===== config.mk =====
export PLATFORM = sky130hd
export DESIGN_NAME = bp_be_fe_queue_rolly
export DESIGN_NICKNAME = d
export VERILOG_FILES = /design/src/rtl/bp_be_fe_queue_rolly.sv
export SDC_FILE = /design/constraint.sdc
export NUM_CORES = 1
export LEC_CHECK = 0
export CAP_MARGIN = 20
export CORE_MARGIN = 5
export CORE_UTILIZATION = 61
export DETAILED_ROUTE_END_ITERATION = 6
export GPL_TIMING_DRIVEN = 0
export PLACE_DENSITY = 0.87
export REMOVE_ABC_BUFFERS = 1
export SLEW_MARGIN = 20
export SYNTH_ARGS = -nofsm -noshare
export SYNTH_HDL_FRONTEND = slang
export SYNTH_SLANG_ARGS = --single-unit
export TNS_END_PERCENT = 5

===== constraint.sdc =====
create_clock -name clk_i -period 11.2 [get_ports clk_i]
set_clock_uncertainty 0.05 [all_clocks]
set_input_delay 2.24 -clock clk_i [delete_from_list [all_inputs] [get_ports clk_i]]
set_output_delay 2.24 -clock clk_i [all_outputs]
set_load 0.02 [all_outputs]

===== src/rtl/bp_be_fe_queue_rolly.sv =====
// bp_be_fe_queue_rolly
// Checkpointed instruction queue between the front end and the BE scheduler.
// Packets are written at wptr, presented to the scheduler at rptr (speculative
// read), and retired at cptr (commit). Issued packets remain resident between
// cptr and rptr, so a roll can replay them. A clr discards everything that has
// not yet been issued.
module bp_be_fe_queue_rolly #(
   parameter  int width_p      = 64,
   parameter  int els_p        = 8,
   localparam int ptr_width_lp = $clog2(els_p) + 1
) (
   input  logic               clk_i,
   input  logic               reset_n_i,

   input  logic [width_p-1:0] data_i,
   input  logic               v_i,
   output logic               ready_o,

   output logic [width_p-1:0] data_o,
   output logic               v_o,
   input  logic               yumi_i,

   input  logic               clr_v_i,
   input  logic               roll_v_i,
   input  logic               deq_v_i,

   output logic               empty_o
);

   // The low bits of each pointer index the array; the MSB is the wrap bit
   // that tells a full ring apart from an empty one.
   localparam int idx_width_lp = ptr_width_lp - 1;

   typedef logic [ptr_width_lp-1:0] ptr_t;
   typedef logic [idx_width_lp-1:0] idx_t;

   logic [width_p-1:0] mem_q [els_p];

   ptr_t wptr_q, wptr_d;
   ptr_t rptr_q, rptr_d;
   ptr_t cptr_q, cptr_d;

   logic full;
   logic enq;
   logic deq_fire;
   logic yumi_fire;

   // Status flags are decoded from registered pointers only, so no input ever
   // reaches an output combinationally.
   assign full = (wptr_q[idx_width_lp-1:0] == cptr_q[idx_width_lp-1:0])
              && (wptr_q[idx_width_lp]     != cptr_q[idx_width_lp]);

   assign ready_o = ~full;
   assign v_o     = (rptr_q != wptr_q);
   assign empty_o = (wptr_q == cptr_q);
   assign data_o  = mem_q[idx_t'(rptr_q[idx_width_lp-1:0])];

   // A clr drops the incoming packet, but ready_o deliberately ignores clr so
   // the FE handshake never depends on a same-cycle scheduler input.
   assign enq       = v_i & ready_o & ~clr_v_i;
   // Illegal requests (deq with nothing issued, yumi with nothing to issue)
   // are masked here so they leave the pointers untouched.
   assign deq_fire  = deq_v_i & (cptr_q != rptr_q);
   assign yumi_fire = yumi_i & v_o;

   // Pointer next-state: commit first, then read (roll sees the post-dequeue
   // commit pointer), then write (clr sees the post-roll read pointer).
   always_comb begin
      cptr_d = cptr_q;
      rptr_d = rptr_q;
      wptr_d = wptr_q;

      cptr_d = cptr_q + ptr_t'(deq_fire);

      if (roll_v_i) begin
         rptr_d = cptr_d;
      end else begin
         rptr_d = rptr_q + ptr_t'(yumi_fire);
      end

      if (clr_v_i) begin
         wptr_d = rptr_d;
      end else begin
         wptr_d = wptr_q + ptr_t'(enq);
      end
   end

   // Pointer registers with synchronous active-low reset; a reset discards
   // every packet regardless of issue or commit state.
   always_ff @(posedge clk_i) begin
      if (!reset_n_i) begin
         wptr_q <= '0;
         rptr_q <= '0;
         cptr_q <= '0;
      end else begin
         // NOTE: non-blocking assignments keep every flop sampling the
         // pre-edge values, independent of statement order.
         wptr_q <= wptr_d;
         rptr_q <= rptr_d;
         cptr_q <= cptr_d;
      end
   end

   // Packet storage write port.
   always_ff @(posedge clk_i) begin
      // NOTE: the array has no reset; entries are only read once a pointer
      // has moved past a written slot, so stale contents are never observed.
      if (enq) begin
         mem_q[idx_t'(wptr_q[idx_width_lp-1:0])] <= data_i;
      end
   end

   // Flag illegal scheduler requests; the datapath already ignores them.
   always_ff @(posedge clk_i) begin
      if (reset_n_i) begin
         assert (!(deq_v_i && (cptr_q == rptr_q)))
            else $warning("bp_be_fe_queue_rolly: deq_v_i with no issued packet");
         assert (!(yumi_i && !v_o))
            else $warning("bp_be_fe_queue_rolly: yumi_i while v_o is low");
      end
   end

endmodule


==> metrics.md <==
| Metric | Value |
|---|---|
| Status | `complete, no violations` |
| XOR/XNOR Fraction of Synth Area | `0.784%` |
| Drt initial violations | `759` |
| DRC Markers | `0` |
| First-pass GRT wire length | `59000 um` |
| CP Max Fanout | `36` |
| Worst Max-Slew Pin Slew | `699 ps` |
| Final net count | `1111` |
| CTS resizes | `0` |
| Leak | `7.66 nW` |
| Worst hold margin | `605 ps` |
| Rel. slew slack | `53.3%` |
| Crit-path cells | `buf_12, buf_16, mux4_1, mux2_2, clkdlybuf4s50_1` |
| Largest family of logic cells by synthesized area | `multiplexers` |
| Hold crit path type | `register to register` |
| RSZ-0062 raised after global routing | `no` |
| Startpoint class of the critical path | `register` |
| WP data required | `8910 ps` |
| Total CTS buffers | `51` |
| Site row count | `66` |
| Cells after DPL | `1423` |
| Proportion of synthesized area in mux cells | `18.3%` |
| GRT Overall Usage | `21.5%` |
| Syn Area/Cell | `24.3 um2` |
| Sequential area share after synthesis | `77.6%` |
| # hold bufs at CTS | `0` |
| Peak VDD IR | `0.163 mV` |
| Cell Pwr Density | `199 nW/um2` |
| Synth Area in Adders | `0.373%` |
| Period utilization | `48.7%` |
| Post-Syn Area | `20100 um2` |
| Synth top area cells | `edfxtp_1 (76%), mux4_2 (13%), mux2_2 (3.6%)` |
| Top cell type's share of synthesized area | `76.4%` |
| Overflow after GRT | `0` |
| Tmin final | `5460 ps` |
| DP Area | `22600 um2` |
| Dpl hpwl | `24900 um` |
| Post-CTS Setup Inserts | `0` |
| Slew Viols, Final | `0` |
| Critical path arrival | `3170 ps` |
| Die Wd | `192 um` |
| Final Wtd Congestion | `0.731` |
| CP top delay family | `buffers and inverters` |
| Overall power consumption | `0.00480 W` |
| Crit path buf inv count | `3` |
| Initial core utilization | `61.8%` |
| Largest net degree at the start of global routing | `51` |
| Post-DRT Antenna Nets | `0` |
| Final setup fails | `0` |
| Share of cells above drive strength 1 | `29.7%` |
| CORE AREA | `32500 um2` |
| Clock sink count | `524` |
| Synth Area in Simple Gates | `0.915%` |
| Slowest cell on the critical path | `mux4_1` |
| Drt first pass iters | `5` |
| Worst Setup Path Type | `register to output port` |
| TNS Setup | `0 ps` |
| Initial antenna violation count | `4` |
| CTS tree | `done` |
| Vias/cell | `6.00` |
| Synth Register Bits | `524` |
| I/O Buffers | `137` |
| CP Capture Type | `output port` |
| Fmax | `183 MHz` |
| Netlist cell types | `28` |
| Gate Count Post-Synth | `827` |
| Final std cells w/o fill | `1520` |
| Clock Pin Slew Worst Setup and Hold Paths | `60 ps` |
| Syn. warnings | `0` |
| Root buffer cell | `clkbuf_16` |
| H-tree depth | `2` |
| Vias in the first global route | `9820` |
| Final WL | `38500 um` |
| Final hold vios | `0` |
| Finished Cell Area | `24200 um2` |
| Fillers | `1782` |
| Die ar. | `36700 um2` |
| Vias | `9120` |
| CP peak stage delay | `600 ps` |
| Avg WL per Cell | `25.3 um` |
| MaxCap Viol Count | `0` |
| I/O pins | `138` |
| Die height | `192 um` |
| Longest Clk Path Bufs | `3` |
| Clock Latency Late Sink | `560 ps` |
| Yosys top cell by area | `edfxtp_1` |
| Syn-to-layout area delta | `20.2%` |
| Post-synthesis compound-gate area fraction | `0.255%` |
where the power goes:
group	total (W)	switching [W]	internal, W
Clock	0.00160	0.000686	0.000915
Combinational	0.000965	0.000429	0.000536
Sequential	0.00224	0.0000348	0.00220
Total	0.00480	0.00115	0.00365
cell usage after synthesis:
cell type	n
o211a_1	3
nor3_1	4
or3b_2	1
buf_2	10
buf_6	3
nor2_1	6
a21oi_1	1
mux4_1	12
mux4_2	116
nand4_1	2
mux2_2	65
nor2b_1	5
buf_12	9
xor2_1	10
o21ai_0	1
buf_1	6
clkbuf_1	14
nand2_1	6
edfxtp_1	512
ha_1	6
o41a_1	1
and2_1	4
and3b_1	1
mux2i_1	3
nand3b_1	1
nand3_1	5
dfxtp_1	12
xnor2_1	8
worst paths after layout:
check	startpoint	endpoint	slack (ps)	cells past startpoint
setup / recovery	rptr_q[0]	data_o[48]	5740	5
hold / removal	cptr_q[3]	cptr_q[3]	600	2
setup reg to reg	wptr_q[2]	mem_q[4][53]	8250	8
hold reg to reg	cptr_q[3]	cptr_q[3]	600	2
per-stage QoR:
stage               worst slack [ps]  utilization, %
floorplan                       2570               -
finish                          5740            74.3
detailed placement              6240            69.4
global route                    5570            74.3
CTS                             5640            74.3
global placement               -1440            66.7
metal layers:
layer | vias to the layer above | GRT usage (%) | wire length, um
met5 | - | 0 | 26
met4 | 4 | 5.41 | 656
met3 | 52 | 3.74 | 2170
met2 | 298 | 36.3 | 20000
met1 | 4817 | 30.0 | 15600
li1 | 3949 | - | -
cells by family after synthesis:
family          Yosys count
mux                     196
xor+xnor                 18
flops                   524
compound gates            6
fa+ha+maj                 6
buf+inv                  42
simple gates             35
worst reg2reg max path, delay by kind of cell (launching register included):
family / cells / cell delay (ps)
xor+xnor: 1 / 160
simple gates: 3 / 1030
flops: 1 / 570
buf+inv: 4 / 840
state kept, by name, indices dropped and copies added, names as in the netlist:
register,flops
mem_q,512
cptr_q,4
rptr_q,4
wptr_q,4
area by class of cell:
cell class	instances	area (um2)	area share [%]
timing repair buffer	196	2200	9.11
tap	442	553	2.29
clock inverter	29	255	1.06
multi-input combinational	261	4210	17.4
sequential	524	15600	64.6
antenna	2	5.00	0.0207
clock buffer	66	1330	5.51
layout by cell type, fill, tap and decap left out, types with 2 or more instances in the layout:
| master | n |
|---|---|
| edfxtp_1 | 512 |
| nor3_2 | 4 |
| nand3_1 | 5 |
| nand2_1 | 6 |
| mux4_1 | 12 |
| clkinv_2 | 7 |
| buf_4 | 26 |
| nor2b_1 | 5 |
| clkinv_8 | 2 |
| clkinv_1 | 12 |
| nor2_4 | 4 |
| and2_1 | 4 |
| nand4_1 | 2 |
| buf_16 | 12 |
| o211a_1 | 3 |
| nor2_1 | 2 |
| clkdlybuf4s50_1 | 137 |
| dfxtp_4 | 3 |
| mux4_2 | 116 |
| ha_1 | 6 |
| mux2_2 | 65 |
| clkinvlp_4 | 2 |
| clkbuf_1 | 15 |
| clkbuf_16 | 51 |
| xnor2_1 | 8 |
| dfxtp_1 | 9 |
| diode_2 | 2 |
| xor2_1 | 10 |
| buf_6 | 13 |
| buf_12 | 8 |
| mux2i_1 | 3 |
| bufinv_16 | 3 |
(Power assumes the default switching activity.)
